<file path="src/rtl/sd_defs_pkg.sv">
// ============================================================================
// Module   : sd_defs (package)
// Purpose  : Shared SDRAM command encodings and init-sequencer state codes.
// Revision : 1.0 - initial release
// ============================================================================
`default_nettype none

package sd_defs;

  // {ras_n, cas_n, we_n}
  localparam logic [2:0] CMD_NOP  = 3'b111;
  localparam logic [2:0] CMD_PRE  = 3'b010;
  localparam logic [2:0] CMD_AREF = 3'b001;
  localparam logic [2:0] CMD_MRS  = 3'b000;

  localparam int A10_IDX = 10;

  localparam logic [3:0] ST_WAIT_LOCK = 4'd0;
  localparam logic [3:0] ST_PWR       = 4'd1;
  localparam logic [3:0] ST_PRE       = 4'd2;
  localparam logic [3:0] ST_TRP       = 4'd3;
  localparam logic [3:0] ST_AREF      = 4'd4;
  localparam logic [3:0] ST_TRFC      = 4'd5;
  localparam logic [3:0] ST_MRS       = 4'd6;
  localparam logic [3:0] ST_TMRD      = 4'd7;
  localparam logic [3:0] ST_DONE      = 4'd8;

  typedef enum logic [3:0] {
    S_WAIT_LOCK = ST_WAIT_LOCK,
    S_PWR       = ST_PWR,
    S_PRE       = ST_PRE,
    S_TRP       = ST_TRP,
    S_AREF      = ST_AREF,
    S_TRFC      = ST_TRFC,
    S_MRS       = ST_MRS,
    S_TMRD      = ST_TMRD,
    S_DONE      = ST_DONE
  } state_t;

  // Mode register: reserved bits zero, sequential burst (A3=0), A6 unused.
  function automatic logic [10:0] mrs_addr(input logic [1:0] cl, input logic [2:0] bl);
    return {4'b0000, 1'b0, cl, 1'b0, bl};
  endfunction

endpackage

`default_nettype wire

</file>
<file path="src/rtl/sd_init_seq.sv">
// ============================================================================
// Module   : sd_init_seq
// Purpose  : SDRAM power-up sequencer (power wait, PRECHARGE ALL, N x AUTO
//            REFRESH, LOAD MODE) driving the pad command bus until init_done.
//            Optional macro SD_INIT_CKE_CTRL_EN holds CKE low until CKE_LEAD
//            cycles before the end of the power wait.
// Revision : 1.0 - initial release
// ============================================================================
`default_nettype none

module sd_init_seq
  import sd_defs::*;
#(
  parameter logic [15:0] PWR_WAIT = 16'd20000,
  parameter logic [3:0]  TRP_CYC  = 4'd2,
  parameter logic [3:0]  TRFC_CYC = 4'd7,
  parameter logic [3:0]  NUM_AREF = 4'd8,
  parameter logic [3:0]  TMRD_CYC = 4'd2
`ifdef SD_INIT_CKE_CTRL_EN
  , parameter logic [15:0] CKE_LEAD = 16'd16
`endif
) (
  input  logic        Clk_i,
  input  logic        Reset,
  input  logic        Locked,
  input  logic [1:0]  mode_cl,
  input  logic [2:0]  mode_bl,
  output logic        sd_ras_o,
  output logic        sd_cas_o,
  output logic        sd_we_o,
  output logic        sd_ba_o,
  output logic [10:0] sd_add_o,
  output logic        sd_cke_o,
  output logic        init_done
);

  state_t      r_state, w_state_nxt;
  logic [15:0] r_cnt, w_cnt_nxt;
  logic [3:0]  r_rcnt, w_rcnt_nxt;
  logic [2:0]  r_cmd, w_cmd_nxt;
  logic [10:0] r_add, w_add_nxt;
  logic        r_ba;
  logic        r_cke, w_cke_nxt;
  logic        r_done, w_done_nxt;

  always_comb begin
    w_state_nxt = r_state;
    w_cnt_nxt   = r_cnt;
    w_rcnt_nxt  = r_rcnt;
    w_cmd_nxt   = CMD_NOP;
    w_add_nxt   = '0;
    w_done_nxt  = 1'b0;
    // Losing lock abandons any partial sequence; it restarts from scratch.
    if (!Locked) begin
      w_state_nxt = S_WAIT_LOCK;
      w_cnt_nxt   = '0;
      w_rcnt_nxt  = '0;
    end else begin
      case (r_state)
        S_WAIT_LOCK: begin
          w_cnt_nxt   = PWR_WAIT - 16'd1;
          w_state_nxt = S_PWR;
        end
        S_PWR: begin
          if (r_cnt == 16'd0) w_state_nxt = S_PRE;
          else                w_cnt_nxt   = r_cnt - 16'd1;
        end
        S_PRE: begin
          w_cmd_nxt          = CMD_PRE;
          w_add_nxt[A10_IDX] = 1'b1;
          w_cnt_nxt          = {12'd0, TRP_CYC - 4'd1};
          w_state_nxt        = S_TRP;
        end
        S_TRP: begin
          if (r_cnt == 16'd0) begin
            w_rcnt_nxt  = NUM_AREF - 4'd1;
            w_state_nxt = S_AREF;
          end else begin
            w_cnt_nxt = r_cnt - 16'd1;
          end
        end
        S_AREF: begin
          w_cmd_nxt   = CMD_AREF;
          w_cnt_nxt   = {12'd0, TRFC_CYC - 4'd1};
          w_state_nxt = S_TRFC;
        end
        S_TRFC: begin
          if (r_cnt != 16'd0) begin
            w_cnt_nxt = r_cnt - 16'd1;
          end else if (r_rcnt == 4'd0) begin
            w_state_nxt = S_MRS;
          end else begin
            w_rcnt_nxt  = r_rcnt - 4'd1;
            w_state_nxt = S_AREF;
          end
        end
        S_MRS: begin
          w_cmd_nxt   = CMD_MRS;
          w_add_nxt   = mrs_addr(mode_cl, mode_bl);
          w_cnt_nxt   = {12'd0, TMRD_CYC - 4'd1};
          w_state_nxt = S_TMRD;
        end
        S_TMRD: begin
          if (r_cnt == 16'd0) w_state_nxt = S_DONE;
          else                w_cnt_nxt   = r_cnt - 16'd1;
        end
        S_DONE:  w_done_nxt  = 1'b1;
        default: w_state_nxt = S_WAIT_LOCK;
      endcase
    end
  end

`ifdef SD_INIT_CKE_CTRL_EN
  localparam logic c_cke_rst = 1'b0;
  // CKE follows the upcoming state so it rises on the edge cnt reaches CKE_LEAD-1.
  assign w_cke_nxt = (w_state_nxt != S_WAIT_LOCK) &&
                     ((w_state_nxt != S_PWR) || (w_cnt_nxt < CKE_LEAD));
`else
  localparam logic c_cke_rst = 1'b1;
  assign w_cke_nxt = 1'b1;
`endif

  always_ff @(posedge Clk_i or posedge Reset) begin
    if (Reset) begin
      r_state <= S_WAIT_LOCK;
      r_cnt   <= '0;
      r_rcnt  <= '0;
      r_cmd   <= CMD_NOP;
      r_add   <= '0;
      r_ba    <= 1'b0;
      r_cke   <= c_cke_rst;
      r_done  <= 1'b0;
    end else begin
      r_state <= w_state_nxt;
      r_cnt   <= w_cnt_nxt;
      r_rcnt  <= w_rcnt_nxt;
      r_cmd   <= w_cmd_nxt;
      r_add   <= w_add_nxt;
      r_ba    <= 1'b0;
      r_cke   <= w_cke_nxt;
      r_done  <= w_done_nxt;
    end
  end

  assign {sd_ras_o, sd_cas_o, sd_we_o} = r_cmd;
  assign sd_ba_o   = r_ba;
  assign sd_add_o  = r_add;
  assign sd_cke_o  = r_cke;
  assign init_done = r_done;

endmodule

`default_nettype wire
</file>
<file path="config.mk">
export PLATFORM = sky130hd
export DESIGN_NAME = sd_init_seq
export DESIGN_NICKNAME = d
export VERILOG_FILES = /design/src/rtl/sd_defs_pkg.sv /design/src/rtl/sd_init_seq.sv
export SDC_FILE = /design/constraint.sdc
export NUM_CORES = 1
export LEC_CHECK = 0
export CORE_ASPECT_RATIO = 1.2
export CORE_MARGIN = 3
export CORE_UTILIZATION = 45
export CTS_CLUSTER_DIAMETER = 120
export CTS_CLUSTER_SIZE = 10
export DETAILED_ROUTE_END_ITERATION = 10
export PLACE_DENSITY_LB_ADDON = 0.15
export SETUP_SLACK_MARGIN = 0.5
export SLEW_MARGIN = 10
export SYNTH_ARGS = -nofsm -noshare
export SYNTH_HDL_FRONTEND = slang
export SYNTH_SLANG_ARGS = --single-unit
</file>
<file path="constraint.sdc">
create_clock -name Clk_i -period 2.9 [get_ports Clk_i]
set_input_delay 0.58 -clock Clk_i [delete_from_list [all_inputs] [get_ports Clk_i]]
set_output_delay 0.58 -clock Clk_i [all_outputs]
set_load 0.005 [all_outputs]
</file>
Word level (Yosys, flattened, before mapping)
Index checks and enable logic that the tools add are counted.
- multiplexer cells: 23
- reduce and logical (&&, ||, !) cells: 9
- $add $sub $neg: 2
- eq/ne operators: 18
- operator list (cell ; count):
    case mux 16 bit (5 select lines) ; 1
    2-to-1 mux 16 bit ; 3
    2-to-1 mux 4 bit ; 9
    case mux 4 bit (9 select lines) ; 1
    != test 3 bit (second input constant) ; 7
    equality test 4 x 3 -> 1 bit (second input constant) ; 4
    zero test 16 bit ; 1
    nonzero test 16 bit ; 1
    subtractor 16 x 1 -> 16 bit (second input constant) ; 1
    2-to-1 mux 11 bit ; 1
    case mux 3 bit (3 select lines) ; 1
    equality test 4 x 2 -> 1 bit (second input constant) ; 2
    zero test 4 bit ; 2
    case mux 4 bit (2 select lines) ; 1
    2-to-1 mux 6 bit ; 1
    != test 6 x 3 -> 1 bit (second input constant) ; 1
    AND reduction 5 bit ; 1
    equality test 4 x 1 -> 1 bit (second input constant) ; 1
    equality test 4 bit (second input constant) ; 1
    AND reduction 4 bit ; 1
    subtractor 4 x 1 -> 4 bit (second input constant) ; 1
    2-to-1 mux 1 bit ; 3
    2-to-1 mux 3 bit ; 1
    != test 3 x 1 -> 1 bit (second input constant) ; 1
    other kinds (5) ; 5
- input port bits: 8
- register bits: 39
- word-level logic and storage cells: 58

Logic depth before layout (Yosys ltp)
Gate-level depths: netlist of run 1.
- depth in word-level cells: 5
- mapped depth: 7
- gate-level depth less buffers: 6

Least setup slack after synthesis of run 1
Ideal clock, no wire load.
- path kind: in2reg
- from: input Locked
- to: register r_cnt[8]
- data required time: 2.813 ns
- slack: 1.066 ns
- arrival time: 1.747 ns
- setup time: 0.087 ns
- stages on the path: 5
- cells stage by stage: clkbuf_1 inv_1 or3_1 or4_1 o211ai_1
- longest elaborated chain between the ends: 2
- elaborated cells on any way between the ends: 5
- ends and longest elaborated chain (what ; line ; text):
    from (decl) ; sd_init_seq.sv:25 ; input logic Locked,
    != test 6 x 3 -> 1 bit (no source line) or != test 3 bit (tied branches) ; -- ;
    AND reduction 3 bit (no source line) ; -- ;
    to (signal assigned) ; sd_init_seq.sv:135 ; r_cnt <= w_cnt_nxt;
    to (decl) ; sd_init_seq.sv:38 ; logic [15:0] r_cnt, w_cnt_nxt;
Parallel ways exist; a longest one is shown, timed or not.
A chain may end at the register's enable or synchronous reset.

Worst setup path after layout of run 1
- from: register r_cnt[0]
- to: register r_cnt[8]
- longest elaborated chain between the ends: 4
- elaborated cells on any way between the ends: 10
- ends and longest elaborated chain (what ; line ; text):
    subtractor 16 x 1 -> 16 bit ; -- ;
    2-to-1 mux 16 bit (on tied branches) ; -- ;
    case mux 16 bit (5 select lines) ; sd_init_seq.sv:59 ; case (r_state)
    2-to-1 mux 16 bit ; sd_init_seq.sv:54 ; if (!Locked) begin
Parallel ways exist; a longest one is shown, timed or not. The select of a mux whose other input is x is not followed.

==> qor.csv, run 1 <==
stage;metric;value;unit
route;via/cell ratio;5.93;
route;Starting DRT DRC Count;187;
clocking;Clock Path Buffers;2;
sta;Final Max Slew Viols;0;
worst_setup_path;critical path arrival;2.40;ns
synth;Cell variety after synth;50;
global_route;GRT Total Usage;0.209;
global_route;Remaining Overflow, GRT;0;
die;core footprint;4330;sq um
clocking;CTS tree;yes;
outcome;outcome;finished clean;
sta;Clock Skew;0.00963;ns
placed_design;Port Buffer Count;17;
worst_setup_path;Worst Setup Path Type;reg -> reg;
die;Initial Util;0.475;
synth;Post-Syn Area per Cell;8.72;sq um
die;die area;5420;sq um
worst_setup_path;Critical Path Sink Type;flip-flop;
route;Final ANT Viol Nets;0;
placed_design;DPL Wire Length;3560;um
finish;final net count;262;
worst_setup_path;Reg2Reg Depth;6;
synth;sequential area share after synthesis;0.415;
route;vias;1825;
worst_setup_path;Max Fanout on Critical Path;6;
die;floorplan row count;26;
finish;Multi-input gate area;1070;sq um
placed_design;GP Congestion;0.846;
synth;Cells after Synth;236;
route;detailed-route DRC error count;0;
synth;post-synthesis cell area;2060;sq um
finish;fill count;400;
finish;share of cells above drive strength 1;0.103;
die;Chip Height;80.1;um
sta;# setup viols final;0;
sta;crit path time final;2.19;ns
clocking;clk_lat worst skew;0.29;ns
die;Die X;67.7;um
global_route;global-route wire length before repair;8590;um
pwr;pwr/cell area;532;nW/um^2
sta;RSZ-0062 raised after global routing;false;
worst_setup_path;CP required;3.11;ns
global_route;initial antenna violation count;0;
synth;ys async rst share;1.00;
clocking;clock tree sinks;34;
clocking;Clock transition at path regs;0.08;ns
pwr;Static Leak;0.999;nW
sta;Fin Setup TNS;0;ns
hold_path;hold depth;2;
synth;ys flop type;dfrtp_1;
clocking;number of CTS-inserted buffers;5;
route;WL final;5030;um
worst_setup_path;startpoint types;flip-flop;
sta;hold_ws;0.579;ns
flow_run;Max-Cap Viols;0;
clocking;CTS root buf;clkbuf_8;
route;Detailed Routing Iterations Pass 1;4;
finish;P&R area growth vs syn;16.8;%
synth;Synth Register Bits;34;
sta;worst slew pin tran;0.708;ns
sta;Fin. Hold Viols;0;
synth;number of flops mapped to enable cells by yosys;0;
pwr;VDD IR max;0.000282;V
global_route;largest net degree at the start of global routing;35;
finish;most frequent cells in the layout;31 x dfrtp_1, 22 x nand2_1, 17 x nor2_1, 17 x clkdlybuf4s50_1, 13 x inv_1;
finish;Sequential Area;855;sq um
synth;synth warn;0;
die;IO Count;25;
hold_path;Hold Path Class;reg -> reg;
sta;slew margin rel.;0.527;
finish;most common cell after layout, fill and taps aside;dfrtp_1;
clocking;CTS H-Tree Depth;2;
global_route;vias in the first global route;1765;
sta;fin crit share;0.754;
sta;Fmax;457;MHz
route;wire per inst;16.3;um
finish;# diodes;0;
-- logic make-up (layout without fill, tap and decap cells) --
group,after synthesis,after routing,share of synthesized area
buf+inv,34,45,0.0785
simple gates,107,107,0.293
other cells,2,7,0.00365
xor+xnor,1,1,0.00426
flops,34,34,0.415
compound gates,54,54,0.182
fa+ha+maj,3,3,0.0183
mux,1,1,0.00487
-- sequential cells by signal (all words and copies together), names as in the netlist --
register / count
r_cnt: 16
r_rcnt: 4
r_cmd: 3
sd_add_o: 6
r_state: 4
init_done: 1
-- critical path: stages (launching register included) --
cell      delay (ns)
dfrtp_1         0.40
inv_1           0.11
ha_1            0.27
nor2b_1         0.41
nand2_1         0.23
or4_1           0.55
o211ai_1        0.11
-- synthesized netlist by cell type, drive strengths merged, types with 2 or more instances --
library cell | number | area share
dfrtp | 31 | 0.38
nand4 | 7 | 0.021
nand3 | 9 | 0.022
a21oi | 8 | 0.019
and3 | 2 | 0.0061
nor2 | 17 | 0.031
nor4 | 5 | 0.029
conb | 2 | 0.0037
clkbuf | 9 | 0.016
inv | 13 | 0.024
o22ai | 7 | 0.021
nand2b | 3 | 0.0091
and2 | 9 | 0.027
nand3b | 2 | 0.0073
a31oi | 12 | 0.036
o21ai | 5 | 0.012
nor2b | 5 | 0.015
nor3 | 11 | 0.032
buf | 12 | 0.038
or4 | 6 | 0.022
a211oi | 5 | 0.018
nand2 | 22 | 0.040
ha | 3 | 0.018
o211ai | 3 | 0.011
or3 | 5 | 0.015
o221a | 2 | 0.011
dfstp | 3 | 0.038
a41o | 2 | 0.0097
-- report_power, final --
part / total, mW / internal [mW] / leakage (nW) / switching, mW
Clock: 0.534 / 0.344 / 0.0683 / 0.190
Sequential: 0.527 / 0.493 / 0.449 / 0.0341
Combinational: 0.217 / 0.0815 / 0.482 / 0.135
Total: 1.28 / 0.919 / 0.999 / 0.359
-- through the flow --
step           std cells  setup WS, ns   util  power (mW)  cell area, sq um
2_1_floorplan        241          1.07      -       0.690              2080
3_3_place_gp         300         0.601  0.521       0.746              2260
3_5_place_dp         300         0.551  0.521       0.747              2260
4_1_cts              308         0.662  0.553        1.28              2390
5_1_grt              308         0.505  0.555        1.34              2400
6_report             308         0.712  0.555        1.28              2400
-- timing repair --
| item | 4_1_cts | 5_1_grt |
|---|---|---|
| gates resized for setup | 0 | 1 |
| endpoints found under the setup margin | 0 | 4 |
| setup buffers | 0 | 0 |
| endpoints found under the hold margin | 0 | 0 |
| hold buffers | 0 | 0 |
-- layout make-up --
class	count	share of cell area
clock buffers	5	0.0286
clock inverters	3	0.0286
inverters	13	0.0203
multi-input cells	173	0.445
flip-flops and latches	34	0.356
well taps	56	0.0292
repair buffers	24	0.0927
-- final timing paths --
kind,end,slack [ns],from
setup / recovery,r_cnt[8]$_DFFE_PP0P_,0.71,r_cnt[0]$_DFFE_PP0P_
hold / removal,r_rcnt[1]$_DFFE_PP0P_,0.58,r_rcnt[1]$_DFFE_PP0P_
setup reg to reg,r_cnt[8]$_DFFE_PP0P_,0.71,r_cnt[0]$_DFFE_PP0P_
hold reg to reg,r_rcnt[1]$_DFFE_PP0P_,0.58,r_rcnt[1]$_DFFE_PP0P_
max in group asynchronous,r_cmd[1]$_DFF_PP1_,1.89,Reset
min in group asynchronous,sd_add_o[2]$_DFF_PP0_,0.68,Reset
-- per-layer routing --
metal  up-vias  routed length (um)  track usage
li1        883                   -            -
met5         -                   0            0
met4         0                  97       0.0892
met2        58                2520        0.331
met3        12                 249       0.0406
met1       872                2160        0.273
(Power assumes the default switching activity.)
==> inputs of run 2 (changes only) <==
==> constraint.sdc (replaced) <==
create_clock -name Clk_i -period 2 [get_ports Clk_i]
set_input_delay 0.4 -clock Clk_i [delete_from_list [all_inputs] [get_ports Clk_i]]
set_output_delay 0.4 -clock Clk_i [all_outputs]
set_load 0.005 [all_outputs]
==> qor.csv, run 2 (synthesized netlist as in run 1, its figures left out) <==
stage;metric;value;unit
finish;final net count;306;
die;core footprint;4330;sq um
global_route;GRT Total Usage;0.243;
placed_design;Port Buffer Count;17;
pwr;combinational share of power;0.321;
pwr;Pint;1.29;mW
worst_setup_path;Critical Path Sink Type;flip-flop;
die;Chip Height;80.1;um
worst_setup_path;crit path capture;r_cnt[15]$_DFFE_PP0P_;
clocking;Clock transition at path regs;0.07;ns
route;Starting DRT DRC Count;131;
finish;share of cells above drive strength 1;0.399;
worst_setup_path;critical path arrival;2.08;ns
worst_setup_path;RR Startpoint;r_cnt[12]$_DFFE_PP0P_;
worst_setup_path;Critical Path Source;r_cnt[12]$_DFFE_PP0P_;
sta;fin crit share;0.953;
global_route;global-route wire length before repair;9720;um
clocking;CTS H-Tree Depth;2;
worst_setup_path;startpoint types;flip-flop;
finish;most common cell after layout, fill and taps aside;buf_4;
worst_setup_path;Worst R2R End;r_cnt[15]$_DFFE_PP0P_;
hold_path;Hold Path Class;in -> async;
outcome;outcome;finished clean;
clocking;clk_lat worst skew;0.29;ns
placed_design;GP Congestion;0.912;
die;Initial Util;0.475;
global_route;met1 Use GR;0.280;
global_route;initial antenna violation count;0;
sta;Final Max Slew Viols;0;
sta;Fmax;525;MHz
route;detailed-route DRC error count;0;
clocking;number of CTS-inserted buffers;5;
worst_setup_path;R2R Setup Slk;0.09;ns
sta;hold_ws;0.507;ns
pwr;sw power;0.622;mW
worst_setup_path;Worst Setup Path Type;reg -> reg;
clocking;CTS root buf;clkbuf_8;
die;floorplan row count;26;
die;IO Count;25;
sta;# setup viols final;0;
clocking;Clock Path Buffers;2;
die;die area;5420;sq um
finish;P&R area growth vs syn;47.4;%
finish;Largest register FFs;16;
pwr;Static Leak;1.30;nW
pwr;switching portion of total power;0.326;
route;vias;2110;
route;WL final;6300;um
die;Die X;67.7;um
sta;Clock Skew;0.00688;ns
sta;RSZ-0062 raised after global routing;true;
global_route;GR met3 Demand/Resource;0.0392;
finish;fill count;336;
global_route;met2 Use GR;0.418;
finish;# diodes;0;
route;via/cell ratio;5.99;
route;Detailed Routing Iterations Pass 1;4;
sta;crit path time final;1.91;ns
route;Final ANT Viol Nets;0;
finish;Post-Layout Inst Area;3030;sq um
worst_setup_path;worst-path cell chain;nor3_2, nand4_1, or4_1, a32o_1;
global_route;largest net degree at the start of global routing;35;
placed_design;Placed Area;2430;sq um
worst_setup_path;slowest CP cell;or4_1;
global_route;vias in the first global route;2075;
pwr;sequential power share;0.400;
route;wire per inst;17.9;um
clocking;CTS tree;yes;
finish;Reg with most FFs;r_cnt;
clocking;clock tree sinks;34;
worst_setup_path;max incr delay on CP;0.52;ns
sta;Fin. Hold Viols;0;
global_route;GR peak layer;met2;
pwr;pwr/cell area;629;nW/um^2
worst_setup_path;Reg2Reg Depth;4;
worst_setup_path;CP required;2.17;ns
placed_design;DPL Wire Length;3910;um
flow_run;Max-Cap Viols;0;
pwr;Tot Pwr;1.91;mW
worst_setup_path;Max Fanout on Critical Path;5;
pwr;VDD IR max;0.000549;V
global_route;Remaining Overflow, GRT;0;
finish;most frequent cells in the layout;37 x buf_4, 26 x dfrtp_1, 20 x nand2_1, 15 x nor2_1;
sta;Fin Setup TNS;0;ns
pwr;Clock Power Share;0.279;
-- run 2: worst min-delay path by stage --
| stage | to | slack, ns | depth (start not counted) | start |
|---|---|---|---|---|
| 6_report | r_state[1]$_DFFE_PP0P_ | 0.51 | 3 | Reset |
| 5_1_grt | sd_add_o[4]$_DFF_PP0_ | 0.55 | 3 | Reset |
| 4_1_cts | sd_add_o[4]$_DFF_PP0_ | 0.52 | 3 | Reset |
| 3_5_place_dp | r_cnt[15]$_DFFE_PP0P_ | 0.53 | 1 | r_cnt[15]$_DFFE_PP0P_ |
| 3_3_place_gp | r_cnt[15]$_DFFE_PP0P_ | 0.52 | 1 | r_cnt[15]$_DFFE_PP0P_ |
| 2_1_floorplan | r_cnt[15]$_DFFE_PP0P_ | 0.51 | 1 | r_cnt[15]$_DFFE_PP0P_ |
-- run 2: repair_timing --
item / in CTS / in global routing
setup endpoints to repair: 40 / 28
setup buffers: 22 / 4
cloned: 2 / 0
hold buffers: 0 / 0
pin swaps: 28 / 9
gates resized for setup: 52 / 22
-- run 2: layout make-up --
cell class,count,area (sq um),share of cell area
Tap cell,56,70.1,0.0231
Multi-Input combinational cell,174,1360,0.448
Timing Repair Buffer,67,598,0.197
Inverter,13,48.8,0.0161
Clock inverter,2,12.5,0.00413
Sequential cell,34,861,0.284
Clock buffer,6,82.6,0.0272
-- run 2: worst max-delay path: cells and delay by family, from the launching register on --
| kind | cells | cell delay [ns] |
|---|---|---|
| AO/OA/AOI/OAI | 1 | 0.28 |
| flip-flops | 1 | 0.43 |
| AND/OR/NAND/NOR | 3 | 1.08 |
-- run 2: through the flow --
stage / setup WS (ns) / utilization / cells
floorplan: 0.193 / - / 241
global placement: 0.0880 / 0.562 / 316
detailed placement: 0.0348 / 0.562 / 316
CTS: 0.205 / 0.661 / 348
global route: 0.0355 / 0.701 / 352
finish: 0.0942 / 0.701 / 352
-- run 2: metal layers --
layer  share of wire  up-vias  wire [um]
met3           0.060       26        380
met1            0.38     1019       2380
met2            0.52       96       3260
met5               0        -          0
li1                -      969          -
met4           0.044        0        275
-- run 2: power groups by stage --
stage | Combinational [mW] | Sequential, mW | Clock (mW)
2_1_floorplan | 0.275 | 0.757 | 0
5_1_grt | 0.647 | 0.767 | 0.565
4_1_cts | 0.526 | 0.759 | 0.543
3_3_place_gp | 0.377 | 0.768 | 0
6_report | 0.611 | 0.763 | 0.533
3_5_place_dp | 0.384 | 0.769 | 0
==> inputs of run 3 (changes only) <==
--- a/config.mk
+++ b/config.mk
@@ -17,3 +17,4 @@
 export SYNTH_ARGS = -nofsm -noshare
 export SYNTH_HDL_FRONTEND = slang
 export SYNTH_SLANG_ARGS = --single-unit
+export TNS_END_PERCENT = 10
==> qor.csv, run 3 (synthesized netlist as in run 1, its figures left out) <==
stage;metric;value;unit
placed_design;Port Buffer Count;17;
finish;P&R area growth vs syn;35.3;%
die;Die X;67.7;um
finish;share of cells above drive strength 1;0.290;
finish;Post-Layout Inst Area;2780;sq um
placed_design;Place WS;0.00671;ns
outcome;outcome;finished clean;
die;floorplan row count;26;
worst_setup_path;Reg2Reg Depth;4;
sta;Final WS setup;0.171;ns
clocking;CTS root buf;clkbuf_8;
finish;Reg with most FFs;r_cnt;
clocking;number of CTS-inserted buffers;5;
global_route;Remaining Overflow, GRT;0;
flow_run;Max-Cap Viols;0;
route;detailed-route DRC error count;0;
pwr;Static Leak;1.19;nW
finish;final cell count without fillers;342;
route;Final ANT Viol Nets;0;
global_route;initial antenna violation count;0;
die;die area;5420;sq um
worst_setup_path;Max Fanout on Critical Path;3;
route;Detailed Routing Iterations Pass 1;4;
clocking;clock tree sinks;34;
global_route;GRT Total Usage;0.224;
global_route;global-route wire length before repair;9090;um
die;core footprint;4330;sq um
clocking;CTS tree;yes;
finish;most common cell after layout, fill and taps aside;buf_4;
finish;most frequent cells in the layout;38 x buf_4, 26 x dfrtp_1, 21 x nand2_1, 16 x nor2_1, 16 x clkdlybuf4s50_1;
global_route;largest net degree at the start of global routing;35;
worst_setup_path;Critical Path Sink Type;flip-flop;
worst_setup_path;R2R Setup Slk;0.17;ns
sta;RSZ-0062 raised after global routing;true;
sta;Fmax;547;MHz
route;via/cell ratio;5.76;
sta;hold_ws;0.528;ns
clocking;CTS H-Tree Depth;2;
finish;Largest register FFs;16;
die;IO Count;25;
route;Starting DRT DRC Count;170;
sta;Fin Setup TNS;0;ns
clocking;clk_lat worst skew;0.29;ns
die;Chip Height;80.1;um
sta;Clock Skew;0.00339;ns
sta;crit path time final;1.83;ns
hold_path;Hold Path Class;in -> async;
worst_setup_path;startpoint types;flip-flop;
pwr;pwr/cell area;728;nW/um^2
finish;Sequential Area;861;sq um
route;WL final;5440;um
route;vias;1971;
finish;Multi-input gate area;1180;sq um
placed_design;Inst Count DP;325;
clocking;Clock Path Buffers;2;
worst_setup_path;critical path arrival;2.01;ns
global_route;vias in the first global route;1865;
sta;Final Max Slew Viols;0;
pwr;VDD IR max;0.000506;V
placed_design;DPL Wire Length;3850;um
worst_setup_path;RR Startpoint;r_cnt[2]$_DFFE_PP0P_;
die;Initial Util;0.475;
worst_setup_path;Worst Setup Path Type;reg -> reg;
clocking;CTS Hold Bufs;0;
worst_setup_path;Worst R2R End;r_cnt[15]$_DFFE_PP0P_;
route;wire per inst;15.9;um
finish;final net count;296;
finish;fill count;363;
clocking;Clock transition at path regs;0.08;ns
sta;Fin. Hold Viols;0;
placed_design;GP Congestion;0.946;
worst_setup_path;CP required;2.18;ns
placed_design;Placed Area;2450;sq um
sta;# setup viols final;0;
sta;fin crit share;0.914;
finish;# diodes;0;
[run 3: cell types whose count changed in the layout (fill, tap and decap cells not counted), moves of 3 or more]
cell             before  now
inv_2                 4    1
inv_1                 9   12
dlygate4sd2_1        11    1
clkdlybuf4s50_1       6   16
a211oi_1              1    5
a211oi_2              4    0
o22ai_1               4    7
o22ai_2               3    0
buf_6                11    3
[run 3: area by class of cell]
type | count | area share
multi-input cells | 173 | 0.423
well taps | 56 | 0.0252
clock buffers | 5 | 0.0247
repair buffers | 58 | 0.175
flip-flops and latches | 34 | 0.309
inverters | 13 | 0.0175
clock inverters | 3 | 0.0247
[run 3: repair_timing]
item / in CTS / in global routing
pin swaps: 8 / 1
gates cloned: 0 / 0
endpoints found under the hold margin: 0 / 0
resized for setup: 25 / 9
buffers inserted: 7 / 2
setup endpoints to repair: 39 / 39
[run 3: worst max-delay path by stage]
stage | end | from | cells past startpoint
2_1_floorplan | r_cnt[15]$_DFFE_PP0P_ | r_cnt[6]$_DFFE_PP0P_ | 4
3_3_place_gp | r_cnt[8]$_DFFE_PP0P_ | Locked | 5
3_5_place_dp | r_cnt[8]$_DFFE_PP0P_ | Locked | 5
4_1_cts | r_cnt[15]$_DFFE_PP0P_ | r_cnt[2]$_DFFE_PP0P_ | 4
5_1_grt | r_cnt[15]$_DFFE_PP0P_ | r_cnt[2]$_DFFE_PP0P_ | 4
6_report | r_cnt[15]$_DFFE_PP0P_ | r_cnt[2]$_DFFE_PP0P_ | 4
[run 3: stage by stage]
stage | power, mW | util
floorplan | 1.00 | -
global placement | 1.15 | 0.565
detailed placement | 1.15 | 0.565
CTS | 2.00 | 0.631
global route | 2.11 | 0.643
finish | 2.03 | 0.643
[run 3: worst max-delay path, stage by stage (launching register included)]
cell,delay [ns]
dfrtp_1,0.43
nor4_4,0.36
nand4_1,0.18
or4_1,0.49
a32o_1,0.26
[run 3: layer usage]
metal  GRT usage  part of all wire
met1       0.296              0.44
met2       0.355              0.49
met3      0.0392             0.037
met4      0.0913             0.027
met5           0                 0
[run 3: where the power goes]
part,switching (mW),internal [mW]
logic,0.258,0.230
clock network,0.277,0.500
registers,0.0461,0.716
total,0.580,1.45
